**config.mk**
```make
export PLATFORM = sky130hd
export DESIGN_NAME = turn_score_tracker
export DESIGN_NICKNAME = d
export VERILOG_FILES = /design/src/rtl/turn_score_tracker.sv
export SDC_FILE = /design/constraint.sdc
export NUM_CORES = 1
export LEC_CHECK = 0
export ABC_CLOCK_PERIOD_IN_PS = 3200
export CORE_UTILIZATION = 45
export CTS_CLUSTER_DIAMETER = 100
export DETAILED_ROUTE_END_ITERATION = 8
export GPL_ROUTABILITY_DRIVEN = 0
export PLACE_DENSITY = 0.73
export SETUP_SLACK_MARGIN = 0.15
export SLEW_MARGIN = 10
export SYNTH_ARGS = -nofsm -noshare
export SYNTH_HDL_FRONTEND = slang
export SYNTH_SLANG_ARGS = --single-unit
```
**constraint.sdc**
```tcl
create_clock -name clk -period 3.2 [get_ports clk]
set_input_delay 0.64 -clock clk [delete_from_list [all_inputs] [get_ports clk]]
set_output_delay 0.64 -clock clk [all_outputs]
set_load 0.02 [all_outputs]
```
**src/rtl/turn_score_tracker.sv**
```systemverilog
// rtl/turn_score_tracker.sv - per-player step counters, turn rotation and winner detection
module turn_score_tracker #(
    parameter int MAX_PLAYERS = 4,
    parameter int CNT_W       = 5,
    parameter int WIN_CNT     = 24,
    parameter int PID_W       = $clog2(MAX_PLAYERS)
) (
    input  logic                         clk,
    input  logic                         rst_n,
    input  logic                         start,
    input  logic [PID_W-1:0]             num_players_m1,
    input  logic                         score_inc,
    input  logic                         score_dec,
    input  logic                         turn_end,
    output logic                         playing,
    output logic                         game_over,
    output logic [PID_W-1:0]             turn,
    output logic [PID_W-1:0]             winner,
    output logic [CNT_W-1:0]             cur_cnt,
    output logic [CNT_W-1:0]             next_cnt,
    output logic [MAX_PLAYERS*CNT_W-1:0] cnt_bus
);

    typedef enum logic [1:0] {
        S_IDLE = 2'd0,
        S_PLAY = 2'd1,
        S_OVER = 2'd2
    } state_t;

    localparam logic [CNT_W-1:0] CNT_MAX  = {CNT_W{1'b1}};
    localparam logic [CNT_W-1:0] CNT_WIN  = CNT_W'(WIN_CNT);
    localparam bit               PID_FULL = (MAX_PLAYERS == (1 << PID_W));

    state_t           state_q;
    logic [CNT_W-1:0] cnt_q [MAX_PLAYERS];
    logic [PID_W-1:0] turn_q;
    logic [PID_W-1:0] winner_q;
    logic [PID_W-1:0] active_m1_q;

    logic [PID_W-1:0] active_m1_d;
    logic [PID_W-1:0] next_idx;
    logic [CNT_W-1:0] score_d;
    logic             inc_only;
    logic             dec_only;
    logic             win_hit;

    // Player count latched on start: at least two players, never beyond the array
    always_comb begin
        active_m1_d = num_players_m1;
        if (num_players_m1 == '0) begin
            active_m1_d = PID_W'(1);
        end else if (!PID_FULL && (int'(num_players_m1) >= MAX_PLAYERS)) begin
            active_m1_d = PID_W'(MAX_PLAYERS - 1);
        end
    end

    // Next player in rotation and the saturating post-score value of the current player
    always_comb begin
        next_idx = (turn_q == active_m1_q) ? '0 : turn_q + PID_W'(1);
        inc_only = score_inc & ~score_dec;
        dec_only = score_dec & ~score_inc;
        score_d  = cnt_q[turn_q];
        if (inc_only && (cnt_q[turn_q] != CNT_MAX)) begin
            score_d = cnt_q[turn_q] + CNT_W'(1);
        end else if (dec_only && (cnt_q[turn_q] != '0)) begin
            score_d = cnt_q[turn_q] - CNT_W'(1);
        end
        win_hit = inc_only && (score_d == CNT_WIN);
    end

    // Game FSM: start restarts from any state; scoring and turn passing only while playing
    always_ff @(posedge clk or negedge rst_n) begin
        if (!rst_n) begin
            state_q     <= S_IDLE;
            turn_q      <= '0;
            winner_q    <= '0;
            active_m1_q <= PID_W'(1);
            for (int i = 0; i < MAX_PLAYERS; i++) begin
                cnt_q[i] <= '0;
            end
        end else if (start) begin
            state_q     <= S_PLAY;
            turn_q      <= '0;
            winner_q    <= '0;
            active_m1_q <= active_m1_d;
            for (int i = 0; i < MAX_PLAYERS; i++) begin
                cnt_q[i] <= '0;
            end
        end else if (state_q == S_PLAY) begin
            cnt_q[turn_q] <= score_d;
            if (win_hit) begin
                // A winning score freezes the turn on the winner even if turn_end came with it
                winner_q <= turn_q;
                state_q  <= S_OVER;
            end else if (turn_end) begin
                turn_q <= next_idx;
            end
        end
    end

    // Display-side decodes of the registered state
    always_comb begin
        playing   = (state_q == S_PLAY);
        game_over = (state_q == S_OVER);
        turn      = turn_q;
        winner    = winner_q;
        cur_cnt   = cnt_q[turn_q];
        next_cnt  = cnt_q[next_idx];
        for (int i = 0; i < MAX_PLAYERS; i++) begin
            cnt_bus[i*CNT_W +: CNT_W] = cnt_q[i];
        end
    end

endmodule

```
==> results.sh, run 1 <==
export IMPL_status="finished, final reports clean"
export IMPL_worstSkewPairLatency_ns=0.28
export IMPL_area_delta_synth_final_pct=39.4
export IMPL_comb_power_share=0.524
export IMPL_period_needed_ns=3.03
export IMPL_dpl_cell_area_um2=2440
export IMPL_cts_max_path_buffers=2
export IMPL_syn_area_per_cell_um2=9.15
export IMPL_antenna_found_initial=0
export IMPL_async_flop_share=1.00
export IMPL_critPathLaunchType="flop"
export IMPL_switching_share=0.410
export IMPL_regArea_um2=704
export IMPL_finalCritPeriodShare=0.948
export IMPL_p_seq_frac=0.289
export IMPL_p_switching_w=0.000621
export IMPL_start_util=0.489
export IMPL_routed_via_count=1824
export IMPL_drive_gt1_frac=0.202
export IMPL_fp_dieArea_um2=4390
export IMPL_final_area_um2=2590
export IMPL_die_y_um=66.2
export IMPL_yosys_warnings=0
export IMPL_routed_wl_um=5520
export IMPL_core_area_um2=3800
export IMPL_grt_pass1_wl_um=8850
export IMPL_hold_class="reg -> reg"
export IMPL_cts_buffers=3
export IMPL_cts_root_buf="clkbuf_8"
export IMPL_criticalPathCategory="reg -> reg"
export IMPL_cts_max_level=1
export IMPL_numPortBuffers=43
export IMPL_syn_nets=219
export IMPL_synth_top_cells_by_count="nand2_1, dfrtp_1, a21oi_1, nor2_1"
export IMPL_synth_area_leaders="dfrtp_1, nand2_1, a21oi_1"
export IMPL_syn_inst=203
export IMPL_io_pins=44
export IMPL_cp_end_kind="flop"
export IMPL_power_internal_w=0.000895
export IMPL_synth_edf_count=0
export IMPL_ys_seq_elements=28
export IMPL_fin_worst_skew_ns=0.0109
export IMPL_antenna_left=0
export IMPL_relSlewSlack=0.664
export IMPL_cts_tree="yes"
export IMPL_floorplan_rows=22
export IMPL_finalNetCount=274
export IMPL_fmax_mhz=330
export IMPL_fin_hold_ws_ns=0.518
export IMPL_final_setup_viol_count=0
export IMPL_power_density_nw_per_um2=586
export IMPL_diodes=0
export IMPL_grt_setup_unrepaired="yes"
export IMPL_synth_largest_area_cell="dfrtp_1"
export IMPL_dp_hpwl_um=3950
export IMPL_drv_slew=0
export IMPL_maxCapViolations=0
export IMPL_dr_pass1_iters=4
export IMPL_crit_fanout=4
export IMPL_required_ns=3.38
export IMPL_synth_most_common_cell="nand2_1"
export IMPL_ys_types=44
export IMPL_clock_sinks=28
export IMPL_synth_area_um2=1860
export IMPL_hold_viol=0
export IMPL_peakVddDrop_mv=0.355
export IMPL_grt_overflow=0
export IMPL_wl_per_cell_um=18.1
export IMPL_num_fill_cells=324
export IMPL_drt_iter0_markers=178
export IMPL_viasPerCell=5.98
export IMPL_max_slew_worst_pin_slew_ns=0.504
export IMPL_yosysTopAreaCellShare=0.364
export IMPL_leakage_nw=1.10
export IMPL_clk_pin_slew_ns=0.10
export IMPL_drc=0
export IMPL_grt_start_max_net_pins=29
export IMPL_cp_arrival_ns=3.22
export IMPL_p_clk_frac=0.187
export IMPL_seq_area_frac_synth=0.378
export IMPL_die_w_um=66.2
export IMPL_grt_usage=0.271
export IMPL_synth_flop_cell="dfrtp_1"
export IMPL_grt_pass1_vias=1784
export IMPL_multi_input_area_um2=1150
## state kept, by name (all words and copies together), names as in the netlist
name / cells
state_q: 2
winner: 2
turn: 2
active_m1_q: 2
cnt_bus: 20
## worst paths after layout
kind / depth (start not counted) / slack (ns) / start / end
hold reg to reg: 1 / 0.52 / state_q[0]$_DFFE_PN0P_ / state_q[0]$_DFFE_PN0P_
setup reg to reg: 9 / 0.17 / turn[0]$_DFFE_PN0P_ / state_q[0]$_DFFE_PN0P_
hold / removal: 1 / 0.52 / state_q[0]$_DFFE_PN0P_ / state_q[0]$_DFFE_PN0P_
min in group asynchronous: 2 / 0.72 / rst_n / cnt_bus[18]$_DFFE_PN0P_
max in group asynchronous: 2 / 2.18 / rst_n / active_m1_q[0]$_DFFE_PN1P_
setup / recovery: 9 / 0.17 / turn[0]$_DFFE_PN0P_ / state_q[0]$_DFFE_PN0P_
## worst max-delay path, cell delays in order (launching register included)
cell     delay [ns]
dfrtp_2        0.44
mux4_2         0.61
inv_4          0.12
ha_4           0.14
or4bb_1        0.41
or4_4          0.44
a31oi_4        0.18
and4b_2        0.29
nand4_4        0.11
a21o_1         0.20
## timing repair
action,CTS,global route
pin swaps,5,2
buffers inserted,2,1
hold buffers,0,0
setup endpoints to repair,11,17
resized for setup,9,9
## power groups by stage
stage	clock [W]	sequential [W]	combinational [W]
floorplan	0	0.000467	0.000425
global placement	0	0.000440	0.000738
detailed placement	0	0.000442	0.000745
CTS	0.000288	0.000435	0.000765
global route	0.000303	0.000442	0.000850
finish	0.000284	0.000438	0.000795
## final cells by class
type                            instances  area share
Multi-Input combinational cell        156       0.444
Timing Repair Buffer                   62       0.221
Clock buffer                            3      0.0160
Clock inverter                          1      0.0116
Sequential cell                        28       0.272
Inverter                                7      0.0111
Tap cell                               48      0.0232
## placed cells by master (no fill, tap or decap), drive strengths merged, types with 2 or more instances in the layout
| cell type | synthesis | layout |
|---|---|---|
| nand2b | 5 | 5 |
| o22ai | 4 | 4 |
| a31oi | 4 | 4 |
| and2 | 5 | 5 |
| clkdlybuf4s15 | 0 | 2 |
| a211oi | 6 | 6 |
| mux4 | 5 | 5 |
| clkdlybuf4s50 | 0 | 38 |
| inv | 7 | 7 |
| mux2i | 9 | 9 |
| nand2 | 41 | 41 |
| nor2b | 4 | 4 |
| xor2 | 2 | 2 |
| clkbuf | 9 | 3 |
| nor2 | 10 | 10 |
| dlygate4sd2 | 0 | 2 |
| a21oi | 24 | 24 |
| a21o | 2 | 2 |
| o21ai | 3 | 3 |
| or2 | 3 | 3 |
| buf | 3 | 19 |
| dfrtp | 27 | 27 |
| and3 | 2 | 2 |
| ha | 8 | 8 |
## kinds of logic after synthesis
| group | Yosys count | synth area share |
|---|---|---|
| AO/OA/AOI/OAI | 51 | 0.183 |
| XOR/XNOR | 2 | 0.00944 |
| adder cells (fa/ha/maj) | 8 | 0.0539 |
| buffers and inverters | 19 | 0.0465 |
| flip-flops | 28 | 0.378 |
| multiplexers | 15 | 0.115 |
| AND/OR/NAND/NOR | 80 | 0.214 |
## stage by stage
stage,worst slack (ns),cells,TNS [ns],total power [W],utilization
after detailed placement,0.0393,298,0,0.00119,0.642
after global routing,0.0616,305,0,0.00159,0.681
after global placement,0.0996,298,0,0.00118,0.642
final,0.168,305,0,0.00152,0.681
after CTS,0.174,304,0,0.00149,0.669
after floorplan,-0.0977,203,-0.317,0.000892,-
## per-layer routing
| metal | vias up | global-route usage | wire length [µm] |
|---|---|---|---|
| met4 | 0 | 0.106 | 117 |
| li1 | 823 | - | - |
| met5 | - | 0 | 0 |
| met2 | 93 | 0.426 | 2580 |
| met3 | 13 | 0.0397 | 498 |
| met1 | 895 | 0.375 | 2330 |
(Power assumes the default switching activity.)
==> run 2: changes to the inputs <==
--- a/config.mk
+++ b/config.mk
@@ -12,6 +12,7 @@
 export GPL_ROUTABILITY_DRIVEN = 0
 export PLACE_DENSITY = 0.73
 export SETUP_SLACK_MARGIN = 0.15
+export SKIP_CTS_REPAIR_TIMING = 1
 export SLEW_MARGIN = 10
 export SYNTH_ARGS = -nofsm -noshare
 export SYNTH_HDL_FRONTEND = slang
==> results.sh, run 2 (synthesized netlist as in run 1, its figures left out) <==
export IMPL_drt_iter0_markers=204
export IMPL_core_area_um2=3800
export IMPL_peakVddDrop_mv=0.359
export IMPL_clk_pin_slew_ns=0.11
export IMPL_grt_setup_unrepaired="yes"
export IMPL_fin_worst_skew_ns=0.0126
export IMPL_worstSkewPairLatency_ns=0.28
export IMPL_rr_worst_depth=10
export IMPL_io_pins=44
export IMPL_slowest_delay_ns=0.56
export IMPL_placed_cells=298
export IMPL_grt_pass1_wl_um=8580
export IMPL_endpoint="state_q[0]$_DFFE_PN0P_"
export IMPL_clock_sinks=28
export IMPL_hold_class="reg -> reg"
export IMPL_finalNetCount=275
export IMPL_crit_chain="buf_6 > mux4_2 > ha_2 > and3_1 > ha_1 > or3b_4 > a21o_1 > a211oi_4 > nand4_4 > a21o_1"
export IMPL_numPortBuffers=43
export IMPL_largest_register_ffs=20
export IMPL_leakage_nw=1.14
export IMPL_finalCritPeriodShare=0.978
export IMPL_criticalPathCategory="reg -> reg"
export IMPL_drv_slew=0
export IMPL_area_delta_synth_final_pct=41.4
export IMPL_layout_common_cells="nand2_1, clkdlybuf4s50_1, dfrtp_1"
export IMPL_final_common_cell="nand2_1"
export IMPL_routed_top_layer="met4"
export IMPL_status="finished, final reports clean"
export IMPL_cts_root_buf="clkbuf_8"
export IMPL_grt_pass1_vias=1737
export IMPL_routed_wl_um=5570
export IMPL_final_area_um2=2630
export IMPL_floorplan_rows=22
export IMPL_route_met2_wl_um=2600
export IMPL_drive_gt1_frac=0.217
export IMPL_diodes=0
export IMPL_regToRegEndpoint="state_q[0]$_DFFE_PN0P_"
export IMPL_cp_depth=10
export IMPL_crit_fanout=7
export IMPL_dp_hpwl_um=3950
export IMPL_critPathLaunchType="flop"
export IMPL_start_util=0.489
export IMPL_drc=0
export IMPL_crit_path_start="turn[0]$_DFFE_PN0P_"
export IMPL_cts_buffers=3
export IMPL_cts_max_level=1
export IMPL_cts_tree="yes"
export IMPL_die_w_um=66.2
export IMPL_r2r_start="turn[0]$_DFFE_PN0P_"
export IMPL_final_setup_viol_count=0
export IMPL_viasPerCell=5.97
export IMPL_num_fill_cells=316
export IMPL_grt_start_max_net_pins=29
export IMPL_wl_met3_um=336
export IMPL_maxCapViolations=0
export IMPL_wl_per_cell_um=18.2
export IMPL_wirelength_met1_um=2550
export IMPL_die_y_um=66.2
export IMPL_required_ns=3.39
export IMPL_slowest_stage="mux4_2"
export IMPL_dpl_cell_area_um2=2440
export IMPL_hold_viol=0
export IMPL_cp_arrival_ns=3.32
export IMPL_routed_via_count=1826
export IMPL_fmax_mhz=320
export IMPL_crit_buf_inv=1
export IMPL_antenna_found_initial=0
export IMPL_cp_end_kind="flop"
export IMPL_relSlewSlack=0.659
export IMPL_critical_path_top_delay_family="simple AND/OR/NAND/NOR gates"
export IMPL_period_needed_ns=3.13
export IMPL_antenna_left=0
export IMPL_grt_overflow=0
export IMPL_grt_usage=0.262
export IMPL_max_slew_worst_pin_slew_ns=0.510
export IMPL_dr_pass1_iters=4
export IMPL_layout_cells_non_filler=306
export IMPL_r2r_slack_ns=0.07
export IMPL_fp_dieArea_um2=4390
export IMPL_crit_top_cell="a21o_1"
export IMPL_power_density_nw_per_um2=589
export IMPL_cts_max_path_buffers=2
==> run 2: how the worst min path moves through the flow <==
| stage | from | to | slack (ns) | cells past startpoint |
|---|---|---|---|---|
| after floorplan | rst_n | active_m1_q[1]$_DFFE_PN0P_ | 0.34 | 0 |
| after global placement | state_q[0]$_DFFE_PN0P_ | state_q[0]$_DFFE_PN0P_ | 0.49 | 1 |
| after detailed placement | state_q[0]$_DFFE_PN0P_ | state_q[0]$_DFFE_PN0P_ | 0.50 | 1 |
| after CTS | active_m1_q[0]$_DFFE_PN1P_ | active_m1_q[0]$_DFFE_PN1P_ | 0.52 | 2 |
| after global routing | state_q[0]$_DFFE_PN0P_ | state_q[0]$_DFFE_PN0P_ | 0.54 | 1 |
| final | active_m1_q[0]$_DFFE_PN1P_ | active_m1_q[0]$_DFFE_PN1P_ | 0.52 | 2 |
==> run 2: cell type report <==
| type | count | area, µm² | area share |
|---|---|---|---|
| sequential | 28 | 704 | 0.268 |
| clock inverter | 1 | 30.0 | 0.0114 |
| tap | 48 | 60.1 | 0.0229 |
| timing repair buffer | 63 | 594 | 0.226 |
| clock buffer | 3 | 41.3 | 0.0157 |
| multi-input combinational | 156 | 1170 | 0.444 |
| inverter | 7 | 28.8 | 0.0110 |
==> run 2: worst register-to-register path: stages (launching register included) <==
cell      delay, ns
dfrtp_2        0.43
buf_6          0.12
mux4_2         0.56
ha_2           0.22
and3_1         0.14
ha_1           0.21
or3b_4         0.45
a21o_1         0.23
a211oi_4       0.32
nand4_4        0.17
a21o_1         0.19
==> run 2: where the power goes <==
| part | internal (W) | switching, W | total, W |
|---|---|---|---|
| clock network | 0.000168 | 0.000119 | 0.000287 |
| logic | 0.000355 | 0.000469 | 0.000824 |
| registers | 0.000390 | 0.0000471 | 0.000437 |
==> run 2: layer usage <==
metal / up-vias / global-route usage
li1: 827 / -
met1: 904 / 0.371
met2: 84 / 0.408
met3: 11 / 0.0379
met4: 0 / 0.0904
met5: - / 0
==> run 2: stage by stage <==
stage	power, W	hold WS [ns]	util	setup WS, ns	setup TNS [ns]
5_1_grt	0.00162	0.540	0.691	-0.0290	-0.0405
3_3_place_gp	0.00118	0.486	0.642	0.0996	0
4_1_cts	0.00147	0.517	0.660	-0.143	-0.496
3_5_place_dp	0.00119	0.501	0.642	0.0393	0
2_1_floorplan	0.000892	0.344	-	-0.0977	-0.317
6_report	0.00155	0.516	0.691	0.0707	0
==> run 3: changes to the inputs <==
--- a/config.mk
+++ b/config.mk
@@ -6,11 +6,12 @@
 export NUM_CORES = 1
 export LEC_CHECK = 0
 export ABC_CLOCK_PERIOD_IN_PS = 3200
-export CORE_UTILIZATION = 45
+export CORE_UTILIZATION = 50
 export CTS_CLUSTER_DIAMETER = 100
 export DETAILED_ROUTE_END_ITERATION = 8
+export DONT_BUFFER_PORTS = 1
 export GPL_ROUTABILITY_DRIVEN = 0
-export PLACE_DENSITY = 0.73
+export PLACE_DENSITY = 0.65
 export SETUP_SLACK_MARGIN = 0.15
 export SKIP_CTS_REPAIR_TIMING = 1
 export SLEW_MARGIN = 10
==> results.sh, run 3 (synthesized netlist as in run 1, its figures left out) <==
export IMPL_final_setup_viol_count=0
export IMPL_start_util=0.539
export IMPL_hold_class="in -> async"
export IMPL_fmax_mhz=325
export IMPL_max_slew_worst_pin_slew_ns=0.472
export IMPL_period_needed_ns=3.07
export IMPL_dr_pass1_iters=4
export IMPL_critPathLaunchType="flop"
export IMPL_dp_hpwl_um=3970
export IMPL_fp_dieArea_um2=3960
export IMPL_final_setup_worst_slack_ns=0.126
export IMPL_cts_buffers=3
export IMPL_floorplan_rows=21
export IMPL_maxCapViolations=0
export IMPL_drt_iter0_markers=102
export IMPL_core_area_um2=3440
export IMPL_cp_end_kind="flop"
export IMPL_num_fill_cells=290
export IMPL_grt_start_max_net_pins=32
export IMPL_antenna_left=0
export IMPL_power_density_nw_per_um2=630
export IMPL_drc=0
export IMPL_routed_wl_um=5350
export IMPL_antenna_found_initial=0
export IMPL_fin_worst_skew_ns=0.00609
export IMPL_grt_pass1_vias=1694
export IMPL_leakage_nw=1.03
export IMPL_hold_viol=0
export IMPL_cts_max_level=1
export IMPL_fin_tns_setup_ns=0
export IMPL_clk_pin_slew_ns=0.10
export IMPL_drv_slew=0
export IMPL_viasPerCell=6.07
export IMPL_status="finished, final reports clean"
export IMPL_finalNetCount=250
export IMPL_grt_pass1_wl_um=8730
export IMPL_routed_via_count=1694
export IMPL_relSlewSlack=0.686
export IMPL_die_w_um=62.9
export IMPL_grt_overflow=0
export IMPL_clock_sinks=28
export IMPL_grt_setup_unrepaired="yes"
export IMPL_layout_common_cells="nand2_1, buf_4, dfrtp_1"
export IMPL_required_ns=3.38
export IMPL_wl_per_cell_um=19.2
export IMPL_drive_gt1_frac=0.300
export IMPL_dpl_worst_slack_ns=0.120
export IMPL_numPortBuffers=0
export IMPL_largest_register_ffs=20
export IMPL_peakVddDrop_mv=0.309
export IMPL_cts_tree="yes"
export IMPL_cp_arrival_ns=3.25
export IMPL_diodes=0
export IMPL_worstSkewPairLatency_ns=0.28
export IMPL_total_power_w=0.00144
export IMPL_die_y_um=62.9
export IMPL_grt_usage=0.287
export IMPL_cts_max_path_buffers=2
export IMPL_criticalPathCategory="reg -> reg"
export IMPL_area_delta_synth_final_pct=22.8
export IMPL_io_pins=44
export IMPL_cts_root_buf="clkbuf_8"
export IMPL_crit_fanout=4
export IMPL_fin_hold_ws_ns=0.0382
export IMPL_finalCritPeriodShare=0.961
export IMPL_final_common_cell="nand2_1"
## run 3: cell type report
type                    instances  area [µm²]  area share
inverters                       7        28.8      0.0126
clock inverters                 1        30.0      0.0132
multi-input cells             156        1130       0.497
clock buffers                   3        41.3      0.0181
well taps                      46        57.6      0.0252
repair buffers                 38         285       0.125
flip-flops and latches         28         703       0.308
## run 3: metrics by stage
stage | area [µm²] | util | instances
finish | 2280 | 0.662 | 279
global route | 2280 | 0.662 | 279
CTS | 2220 | 0.644 | 276
detailed placement | 2150 | 0.624 | 272
global placement | 2150 | 0.624 | 272
floorplan | 1890 | - | 203
## run 3: worst max-delay path, cell delays in order, from the launching register on
cell and delay, ns:
dfrtp_2 0.42, mux4_2 0.58, inv_4 0.11, ha_4 0.13, or4bb_1 0.38, or4_4 0.51
a31oi_4 0.18, and4b_2 0.31, nand4_4 0.14, a21o_1 0.21
## run 3: final timing paths
path                                            start                          to  slack [ns]  cells after the start
min                                             rst_n     cnt_bus[18]$_DFFE_PN0P_        0.04                      0
min in group clk                                start      state_q[1]$_DFFE_PN0P_        0.40                      1
max in group asynchronous                       rst_n  active_m1_q[0]$_DFFE_PN1P_        2.99                      0
min reg2reg                active_m1_q[0]$_DFFE_PN1P_  active_m1_q[0]$_DFFE_PN1P_        0.51                      2
max                               turn[0]$_DFFE_PN0P_      state_q[0]$_DFFE_PN0P_        0.13                      9
max reg2reg                       turn[0]$_DFFE_PN0P_      state_q[0]$_DFFE_PN0P_        0.13                      9
## run 3: power by group
part / total [W] / switching [W] / internal (W)
Combinational: 0.000727 / 0.000442 / 0.000284
Clock: 0.000286 / 0.000118 / 0.000168
Sequential: 0.000424 / 0.0000343 / 0.000390
## run 3: metal layers
layer | wire, µm | GRT usage | vias up
met5 | 0 | 0 | -
li1 | - | - | 782
met3 | 445 | 0.0620 | 16
met1 | 2190 | 0.388 | 810
met4 | 163 | 0.128 | 0
met2 | 2550 | 0.440 | 86
